`src/rtl/mult_div_unit.sv`:
```
// Iterative multiply/divide unit: shift-add multiply and restoring divide, one bit per clock.
// HI/LO are written once per operation, in the sign-fix cycle after the last iteration.
module mult_div_unit #(
  parameter int unsigned WIDTH = 32
) (
  input  logic             clk,
  input  logic             reset,
  input  logic             start,
  input  logic [1:0]       op,
  input  logic [WIDTH-1:0] ReadData1,
  input  logic [WIDTH-1:0] ReadData2,
  output logic             busy,
  output logic             done,
  output logic [WIDTH-1:0] HI,
  output logic [WIDTH-1:0] LO,
  output logic             div_by_zero
);

  localparam int unsigned CW = (WIDTH > 1) ? $clog2(WIDTH) : 1;
  localparam logic [CW-1:0] LAST = CW'(WIDTH - 1);

  localparam logic [1:0] IDLE = 2'd0;
  localparam logic [1:0] RUN  = 2'd1;
  localparam logic [1:0] FIX  = 2'd2;

  logic [1:0]       state_q,   state_d;
  logic [CW-1:0]    count_q,   count_d;
  logic             is_div_q,  is_div_d;
  logic             sgn_quo_q, sgn_quo_d;
  logic             sgn_rem_q, sgn_rem_d;
  logic             dbz_q,     dbz_d;
  logic [WIDTH-1:0] opb_q,     opb_d;
  logic [WIDTH-1:0] hacc_q,    hacc_d;
  logic [WIDTH-1:0] lacc_q,    lacc_d;
  logic             done_q,    done_d;
  logic             dbzo_q,    dbzo_d;
  logic [WIDTH-1:0] hi_q,      hi_d;
  logic [WIDTH-1:0] lo_q,      lo_d;

  logic             a_neg, b_neg, rem_ge;
  logic [WIDTH-1:0] a_mag, b_mag, rem_diff;
  logic [WIDTH:0]   rem_s, sum;
  logic [2*WIDTH-1:0] prod, prod_neg;

  assign busy        = (state_q != IDLE);
  assign done        = done_q;
  assign HI          = hi_q;
  assign LO          = lo_q;
  assign div_by_zero = dbzo_q;

  always_comb begin
    state_d   = state_q;
    count_d   = count_q;
    is_div_d  = is_div_q;
    sgn_quo_d = sgn_quo_q;
    sgn_rem_d = sgn_rem_q;
    dbz_d     = dbz_q;
    opb_d     = opb_q;
    hacc_d    = hacc_q;
    lacc_d    = lacc_q;
    done_d    = 1'b0;
    dbzo_d    = dbzo_q;
    hi_d      = hi_q;
    lo_d      = lo_q;

    // Operand magnitudes (signed ops only) and per-iteration datapath values
    a_neg    = op[0] & ReadData1[WIDTH-1];
    b_neg    = op[0] & ReadData2[WIDTH-1];
    a_mag    = a_neg ? -ReadData1 : ReadData1;
    b_mag    = b_neg ? -ReadData2 : ReadData2;
    rem_s    = {hacc_q, lacc_q[WIDTH-1]};
    rem_ge   = (rem_s >= {1'b0, opb_q});
    rem_diff = rem_s[WIDTH-1:0] - opb_q;
    sum      = {1'b0, hacc_q} + (lacc_q[0] ? {1'b0, opb_q} : (WIDTH+1)'(0));
    prod     = {hacc_q, lacc_q};
    prod_neg = -prod;

    case (state_q)
      IDLE: begin
        if (start) begin
          state_d   = RUN;
          count_d   = '0;
          is_div_d  = op[1];
          sgn_quo_d = a_neg ^ b_neg;
          sgn_rem_d = a_neg;
          dbz_d     = op[1] & (ReadData2 == '0);
          hacc_d    = '0;
          opb_d     = op[1] ? b_mag : a_mag;
          lacc_d    = op[1] ? a_mag : b_mag;
        end
      end
      RUN: begin
        if (is_div_q) begin
          hacc_d = rem_ge ? rem_diff : rem_s[WIDTH-1:0];
          lacc_d = {lacc_q[WIDTH-2:0], rem_ge};
        end else begin
          {hacc_d, lacc_d} = {sum, lacc_q[WIDTH-1:1]};
        end
        count_d = count_q + CW'(1);
        if (count_q == LAST) state_d = FIX;
      end
      FIX: begin
        // Quotient is forced to all ones on divide-by-zero; the remainder already equals A
        if (is_div_q) begin
          lo_d = dbz_q ? '1 : (sgn_quo_q ? -lacc_q : lacc_q);
          hi_d = sgn_rem_q ? -hacc_q : hacc_q;
        end else begin
          {hi_d, lo_d} = sgn_quo_q ? prod_neg : prod;
        end
        dbzo_d  = dbz_q;
        done_d  = 1'b1;
        state_d = IDLE;
      end
      default: state_d = IDLE;
    endcase
  end

  always_ff @(posedge clk) begin
    if (reset) begin
      state_q   <= IDLE;
      count_q   <= '0;
      is_div_q  <= 1'b0;
      sgn_quo_q <= 1'b0;
      sgn_rem_q <= 1'b0;
      dbz_q     <= 1'b0;
      opb_q     <= '0;
      hacc_q    <= '0;
      lacc_q    <= '0;
      done_q    <= 1'b0;
      dbzo_q    <= 1'b0;
      hi_q      <= '0;
      lo_q      <= '0;
    end else begin
      state_q   <= state_d;
      count_q   <= count_d;
      is_div_q  <= is_div_d;
      sgn_quo_q <= sgn_quo_d;
      sgn_rem_q <= sgn_rem_d;
      dbz_q     <= dbz_d;
      opb_q     <= opb_d;
      hacc_q    <= hacc_d;
      lacc_q    <= lacc_d;
      done_q    <= done_d;
      dbzo_q    <= dbzo_d;
      hi_q      <= hi_d;
      lo_q      <= lo_d;
    end
  end

endmodule

```
`config.mk`:
```
export PLATFORM = sky130hd
export DESIGN_NAME = mult_div_unit
export DESIGN_NICKNAME = d
export VERILOG_FILES = /design/src/rtl/mult_div_unit.sv
export SDC_FILE = /design/constraint.sdc
export NUM_CORES = 1
export LEC_CHECK = 0
export BUFFER_PORTS_ARGS = -buffer_cell sky130_fd_sc_hd__buf_2
export CAP_MARGIN = 20
export CORE_MARGIN = 5
export CORE_UTILIZATION = 58
export CTS_CLUSTER_DIAMETER = 120
export DETAILED_ROUTE_END_ITERATION = 12
export GPL_ROUTABILITY_DRIVEN = 0
export PLACE_DENSITY = 0.78
export SYNTH_ARGS = -nofsm -noshare
export SYNTH_HDL_FRONTEND = slang
export SYNTH_SLANG_ARGS = --single-unit
export TNS_END_PERCENT = 30
```
`constraint.sdc`:
```
create_clock -name clk -period 9.7 [get_ports clk]
set_clock_uncertainty 0.05 [all_clocks]
set_input_delay 1.455 -clock clk [delete_from_list [all_inputs] [get_ports clk]]
set_output_delay 1.455 -clock clk [all_outputs]
set_load 0.03 [all_outputs]
```
[Word-level counts from Yosys, hierarchy flattened]
Cells that the tools add are included.
Cells by class
  $add $sub $neg: 8
  $lt $le $gt $ge: 1
  equal/unequal tests: 5
  mux-type cells: 24
  bitwise logic cells: 4
  reduce and logical (&&, ||, !) cells: 7
Operators by type and width (number)
  $mux 32: 15
  $neg 32->32: 4
  $pmux 32 s2: 2
  $mux 64: 1
  $neg 64->64: 1
  $add 32x32->33: 1
  $ge 33x32->1: 1
  $logic_not 32->1: 1
  $sub 32x32->32: 1
  $pmux 5 s2: 1
  $reduce_and 2->1: 3
  $add 5x1->5 const B: 1
  $eq 5x5->1 const B: 1
  $mux 5: 1
  $mux 2: 2
  $ne 2x2->1 const B: 2
  $pmux 2 s2: 1
  $reduce_bool 2->1: 2
  $and 1x1->1: 3
  $eq 2x1->1 const B: 1
  $eq 2x2->1 const B: 1
  $logic_not 2->1: 1
  $mux 1: 1
  $xor 1x1->1: 1
Storage, ports and cells
  register bits: 173
  input bits: 69
  output and inout bits: 67
  logic and storage cells: 62

[Longest topological paths before layout]
Gate-level depths: netlist of run 1.
  depth in word-level cells: 5
  depth in mapped cells: 14
  mapped depth without buffers: 13

[Worst setup path before layout of run 1]
No wires, ideal clock.
  path kind: input to register
  start: input ReadData2[6]
  end: register lacc_q[20]
  setup time: 0.122 ns
  arrival time: 3.500 ns
  data required time: 9.528 ns
  slack: 6.028 ns
  cell stages on the path: 9
  path buffers: 1
  cell sequence: or4_1 nor4b_2 and2_0 clkbuf_1 a21oi_1 xor2_1 o21ai_0 a21oi_1 a221o_1
Between the ends
  longest elaborated chain between the ends: 5
RTL lines
  start, declared: line 11  | input logic [WIDTH-1:0] ReadData2,
  $neg 32->32: line 70  | b_mag = b_neg ? -ReadData2 : ReadData2;
  $mux 32: line 70
  $mux 32: line 89  | lacc_d = op[1] ? a_mag : b_mag;
  $mux 32: line 80  | if (start) begin
  $pmux 32 s2: line 78  | case (state_q)
  end signal, assigned: line 142  | lacc_q <= lacc_d;
  end, declared: line 34  | logic [WIDTH-1:0] lacc_q, lacc_d;
Every way passes these cells. The select of a mux whose other input is x is not followed.
A chain may end at the register's enable or synchronous reset.

[Final worst setup path of run 1]
  start: register lacc_q[0]
  end: register hacc_q[26]
Between the ends
  longest elaborated chain between the ends: 4
RTL lines
  $mux 32: line 74  | sum = {1'b0, hacc_q} + (lacc_q[0] ? {1'b0, opb_q} : (WIDTH+1)'(0));
  $add 32x32->33: line 74
  $mux 32: line 93  | if (is_div_q) begin
  $pmux 32 s2: line 78
  end signal, assigned: line 127  | hacc_q <= '0;
  end signal, assigned: line 141  | hacc_q <= hacc_d;
  end, declared: line 33  | logic [WIDTH-1:0] hacc_q, hacc_d;
Every way passes these cells.

==> out/results.tsv, run 1 <==
stage	metric	value	unit
floorplan	# rows	57	
drt	ANT nets after route	0	
drt	Avg WL per Cell	19.6	µm
finish	Final Util	64.3	%
power_and_ir_drop	peak supply drop	0.000107	V
setup_path	critical-path maximum fanout	31	
global_route	global routing met1 resource utilization	43.5	%
sta	RSZ-0062 raised after global routing	no	
place	pre-CTS WS	5.48	ns
setup_path	crit path DAT	4.26	ns
sta	relative max-transition margin	26.3	%
setup_path	critical path type	reg -> reg	
finish	antenna diode count	0	
setup_path	Worst Setup End Kind	register	
cts	Worst-Skew Late Latency	0.45	ns
sta	min Tclk post-route	3.97	ns
global_route	vias in the first global route	13500	
cts	cts bufs inserted	17	
synthesis	area leader, netlist	dfxtp_1	
setup_path	Slowest-stage cell, CP	o31ai_1	
synthesis	Synth cell types	80	
power_and_ir_drop	Cell Pwr Density	136	nW/µm²
setup_path	Worst path most repeated cell	nor2_1	
global_route	Remaining Overflow, GRT	0	
synthesis	share of the synthesized area in the top cell type	24.2	%
synthesis	share of the yosys chip area belonging to registers	24.2	%
synthesis	most common library cells after synthesis	222 x nor2_1, 208 x nand2_1, 173 x dfxtp_1	
cts	Root Driver	clkbuf_16	
setup_path	Cell Chain, Critical Path	inv_1 > buf_4 > nor2_1 > ha_1 > nand3_1 > nor2_1 > nor2_1 > o31ai_1 > a21oi_1 > o31ai_1 > xnor2_1 > o21ai_0 > a32o_1	
drt	Post-route DRC	0	
synthesis	Post-Syn Nets	2091	
floorplan	die width	167	µm
sta	Slew @ Worst Pin	1.11	ns
min_path	Hold WC Path Type	reg -> reg	
drt	via count	15100	
sta	Final Hold Fails	0	
place	DP Wirelength	33800	µm
cts	number of H-tree levels	4	
global_route	antenna violations before repair	0	
sta	max-slew violations	0	
synthesis	ys async rst share	0	%
synthesis	#FFs+latches synth	173	
global_route	Tot GR Track Use	31.0	%
synthesis	Post-synth EDFFs	0	
sta	final setup violation count	0	
floorplan	Initial Util	58.9	%
sta	fin worst setup slack	5.73	ns
sta	Final Cycle Share	40.9	%
finish	area grow syn2layout	9.31	%
synthesis	synthesized instance count	1950	
global_route	met3 GRT Util	5.30	%
status	outcome	finished, final reports clean	
cts	CTS tree	done	
synthesis	synth top area cells	dfxtp_1 24%, ha_1 6.1%, a21oi_1 5.9%, nor2_1 5.8%, nand2_1 5.5%	
place	IO Port Bufs	135	
global_route	global route hottest layer	met2	
global_route	largest net degree at the start of global routing	106	
cts	Post-CTS Hold Buffers	0	
run	max cap viols	0	
drt	drt total wl	45500	µm
cts	CTS resizes	0	
finish	share of cells above drive strength 1	11.0	%
synthesis	Syn. warnings	0	
drt	drt first pass iters	6	
cts	clock buffer depth	2	
floorplan	Die H	167	µm
sta	FMAX	0.252	GHz
drt	vias per cell	6.50	
synthesis	most common cell in the synthesized netlist	nor2_1	
drt	initial drt markers	1884	
setup_path	critical path required time	9.99	ns
cts	Num Clock Sinks	173	
setup_path	Worst Setup Start Kind	register	
finish	multi-input logic area	10100	µm²
setup_path	CP max stage delay	0.60	ns
sta	final setup TNS	0	ns
cts	Post-CTS Setup Inserts	0	
finish	Final Net Count	2123	
floorplan	I/O pin total	136	
global_route	first-pass GRT wire length	71500	µm
power_and_ir_drop	leak pwr	0.00629	µW
global_route	grt met2 use	48.0	%
synthesis	ys flop type	dfxtp_1	
finish	Reg area	3470	µm²
synthesis	mapped cell area	14300	µm²
floorplan	die area	27900	µm²
finish	fillers	2167	
floorplan	Core Area	24300	µm²
synthesis	Mean Syn Cell Area	7.34	µm²
cts	CTS clock-pin slew for the worst setup and hold paths	0.08	ns
sequential cells by signal, indices dropped and copies added (netlist names), 2 cells and up:
register and count:
lacc_q 32, state_q 2, opb_q 32, HI 32, LO 32, hacc_q 32, count_q 5
cell type report:
cell class                      instances  area share, %
Clock inverter                         15           1.28
Clock buffer                           17           2.72
Sequential cell                       173           22.2
Timing Repair Buffer                  153           5.20
Multi-Input combinational cell       1569           64.4
Inverter                               68           1.63
Tap cell                              324           2.59
cell usage in the layout (no fill, tap or decap), drive strengths merged, types with 6 or more instances in the layout:
cell type,count
a211oi,96
a21o,31
a21oi,170
a22oi,14
a311oi,9
a31oi,31
and2,20
and3,12
buf,153
clkbuf,17
clkinv,7
dfxtp,173
ha,70
inv,73
mux2i,45
nand2,208
nand2b,16
nand3,30
nand4,22
nor2,222
nor2b,13
nor3,36
nor4,19
o211ai,37
o21a,11
o21ai,111
o21bai,10
o221ai,11
o31ai,40
o41ai,10
or2,6
or3,12
or4,13
xnor2,84
xor2,87
critical path, delay by kind of cell (launching register included):
kind	cells	cell delay (ns)
compound gates	5	1.76
simple gates	4	0.59
buf+inv	2	0.49
flops	1	0.40
fa+ha+maj	1	0.39
xor+xnor	1	0.15
where the power goes:
group / leakage, µW / switching [µW] / internal (µW)
combinational: 0.00458 / 384 / 226
clock: 0.000295 / 344 / 373
sequential: 0.00141 / 59.0 / 740
total: 0.00629 / 786 / 1340
per-stage QoR:
step,power [µW],hold slack [ns],area (µm²),cells
after floorplan,1240,0.378,14300,1950
after CTS,2110,0.403,15600,2319
final,2130,0.398,15600,2319
after global routing,2220,0.416,15600,2319
after detailed placement,1400,0.394,15000,2287
after global placement,1390,0.385,15000,2287
routing by layer:
metal | part of all wire (%) | wire length, µm | vias to the layer above
met5 | 0 | 0 | -
met3 | 11 | 4830 | 123
li1 | - | - | 7137
met1 | 42 | 18900 | 6949
met4 | 3.9 | 1790 | 0
met2 | 44 | 20000 | 863
cells by family after synthesis:
group | count (synthesis) | share of synthesized area [%]
AO/OA/AOI/OAI | 628 | 28.6
flip-flops | 173 | 24.2
multiplexers | 47 | 3.30
adder cells (fa/ha/maj) | 72 | 6.40
buffers and inverters | 208 | 5.55
AND/OR/NAND/NOR | 651 | 21.5
XOR/XNOR | 171 | 10.5
worst paths after layout:
path                            slack [ns]                    from  cells past startpoint                      end
worst max-delay path                  5.73  lacc_q[0]$_SDFFE_PP0P_                     13  hacc_q[26]$_SDFFE_PP0P_
worst min register to register        0.40      HI[2]$_SDFFE_PP0P_                      2       HI[2]$_SDFFE_PP0P_
worst max register to register        5.73  lacc_q[0]$_SDFFE_PP0P_                     13  hacc_q[26]$_SDFFE_PP0P_
worst min-delay path                  0.40      HI[2]$_SDFFE_PP0P_                      2       HI[2]$_SDFFE_PP0P_
Note: power is estimated with default switching activity, not from simulation.
==> run 2: changes to the inputs <==
CORE_UTILIZATION = 55   (was 58)
clock period = 3.55 ns   (was 9.7 ns; I/O delays follow)
==> run 2 against run 1 <==
  * Via count up 2.9%
  * Non-clock buffer count is 64 higher
  * Cell count grew 3.2%
  * Routed wire length up 7.0%
  * Die area increased by 5.1%
  * Count of clock-buffer cells in the layout stayed put
  * First-iteration DRC count is 3.4% lower
  * Flip-flop and latch count unchanged
  * Fmax is 18% higher
  * Register-to-register slack got worse by 5.6 ns
  * Critical path depth did not move
  * Highest routed layer unchanged
==> out/results.tsv, run 2 (synthesized netlist as in run 1, its figures left out) <==
stage	metric	value	unit
drt	drt total wl	48600	µm
sta	final setup violation count	0	
cts	Num Clock Sinks	173	
finish	most common cell after layout, fill and taps aside	nor2_1	
global_route	Tot GR Track Use	31.3	%
power_and_ir_drop	Int Power	3680	µW
setup_path	Worst path most repeated cell	inv_1	
cts	CTS clock-pin slew for the worst setup and hold paths	0.08	ns
min_path	HP Start	HI[1]$_SDFFE_PP0P_	
sta	min Tclk post-route	3.37	ns
setup_path	critical path required time	3.84	ns
sta	Final Cycle Share	95.0	%
setup_path	Worst Setup Start Kind	register	
power_and_ir_drop	Comb pwr share	30.7	%
setup_path	Slowest-stage cell, CP	or4_1	
sta	Final Hold Fails	0	
cts	clock buffer depth	2	
finish	area grow syn2layout	13.2	%
drt	Avg WL per Cell	20.3	µm
setup_path	CP max stage delay	0.42	ns
power_and_ir_drop	leak pwr	0.00663	µW
cts	CTS tree	done	
global_route	antenna violations before repair	0	
sta	max-slew violations	0	
setup_path	flop-to-flop setup slack	0.18	ns
place	placed inst area	15500	µm²
sta	relative max-transition margin	24.4	%
finish	Final Util	62.7	%
cts	Worst-Skew Late Latency	0.45	ns
place	IO Port Bufs	135	
finish	most frequent cells in the layout	222 x nor2_1, 207 x nand2_1, 170 x dfxtp_1	
setup_path	crit path DAT	3.66	ns
floorplan	I/O pin total	136	
drt	drt first pass iters	8	
setup_path	Cell Chain, Critical Path	inv_1 > ha_1 > inv_1 > fa_1 > a21o_1 > a221oi_1 > a2111o_1 > nand3_1 > a41oi_1 > inv_1 > or4_1 > o31a_1 > a32o_1	
floorplan	# rows	59	
floorplan	die area	29400	µm²
cts	number of H-tree levels	4	
finish	Final Net Count	2187	
floorplan	Initial Util	55.4	%
power_and_ir_drop	power share of the clock group	33.5	%
cts	cts bufs inserted	17	
drt	initial drt markers	1820	
place	DP Wirelength	36600	µm
global_route	largest net degree at the start of global routing	106	
setup_path	reg-to-reg startpoint	lacc_q[31]$_SDFFE_PP0P_	
status	outcome	finished, final reports clean	
finish	share of cells above drive strength 1	14.0	%
setup_path	Critical Path Source	lacc_q[31]$_SDFFE_PP0P_	
global_route	vias in the first global route	13900	
setup_path	critical path type	reg -> reg	
floorplan	die width	171	µm
sta	FMAX	0.296	GHz
global_route	Remaining Overflow, GRT	0	
power_and_ir_drop	Seq pwr share	35.8	%
floorplan	Die H	171	µm
cts	Root Driver	clkbuf_16	
min_path	Hold WC Path Type	reg -> reg	
setup_path	Worst Setup End Kind	register	
global_route	first-pass GRT wire length	74100	µm
drt	via count	15500	
drt	ANT nets after route	0	
sta	final setup TNS	0	ns
sta	RSZ-0062 raised after global routing	no	
power_and_ir_drop	peak supply drop	0.000411	V
power_and_ir_drop	Switching Power	2300	µW
drt	Post-route DRC	0	
run	max cap viols	0	
finish	post-route cell area	16200	µm²
power_and_ir_drop	Cell Pwr Density	369	nW/µm²
drt	vias per cell	6.48	
finish	antenna diode count	0	
setup_path	critical-path maximum fanout	3	
floorplan	Core Area	25800	µm²
power_and_ir_drop	Sw Ratio	38.5	%
sta	Slew @ Worst Pin	1.13	ns
## run 2: cell count changes in the layout (fill, tap and decap cells not counted), sizes merged
| cell | before | now |
|---|---|---|
| clkinv | 7 | 10 |
| bufinv | 1 | 0 |
| inv | 73 | 71 |
| buf | 153 | 217 |
## run 2: metal layers
layer	vias up	global-route usage, %	part of all wire [%]
met4	0	12.8	4.5
li1	7265	-	-
met3	203	5.95	11
met2	916	49.0	44
met5	-	0	0
met1	7127	42.5	40
## run 2: area by class of cell
cell class                      instances  area (µm²)
Sequential cell                       173        3470
Clock inverter                         15         213
Fill cell                            2299        9640
Tap cell                              335         419
Timing Repair Buffer                  217        1320
Inverter                               68         259
Multi-Input combinational cell       1569       10100
Clock buffer                           17         425
## run 2: final timing paths
| path | cells after the start | to |
|---|---|---|
| worst max-delay path | 13 | hacc_q[26]$_SDFFE_PP0P_ |
| worst min-delay path | 2 | HI[1]$_SDFFE_PP0P_ |
| worst max register to register | 13 | hacc_q[26]$_SDFFE_PP0P_ |
| worst min register to register | 2 | HI[1]$_SDFFE_PP0P_ |
## run 2: worst max-delay path: cells and delay by family, from the launching register on
kind                     cells  cell delay, ns
flip-flops                   1            0.31
buffers and inverters        3            0.25
AO/OA/AOI/OAI                6            1.52
AND/OR/NAND/NOR              2            0.56
adder cells (fa/ha/maj)      2            0.58
## run 2: power by group through the flow
stage	clock, µW	combinational (µW)	sequential, µW
3_3_place_gp	0	1730	2170
4_1_cts	2010	1770	2130
6_report	2000	1830	2140
5_1_grt	2090	1970	2150
2_1_floorplan	0	1260	2130
3_5_place_dp	0	1750	2170
## run 2: stage by stage
stage | hold slack (ns) | std cells | power (µW) | setup WS [ns]
after floorplan | 0.378 | 1950 | 3390 | 0.381
after global placement | 0.387 | 2358 | 3900 | 0.143
after detailed placement | 0.392 | 2358 | 3920 | 0.105
after CTS | 0.402 | 2390 | 5910 | 0.0774
after global routing | 0.423 | 2394 | 6210 | 0.00689
final | 0.401 | 2394 | 5970 | 0.177
## run 2: repair_timing
item,4_1_cts,5_1_grt
gates resized for setup,0,6
hold buffers,0,0
setup buffers,0,4
setup endpoints to repair,0,7
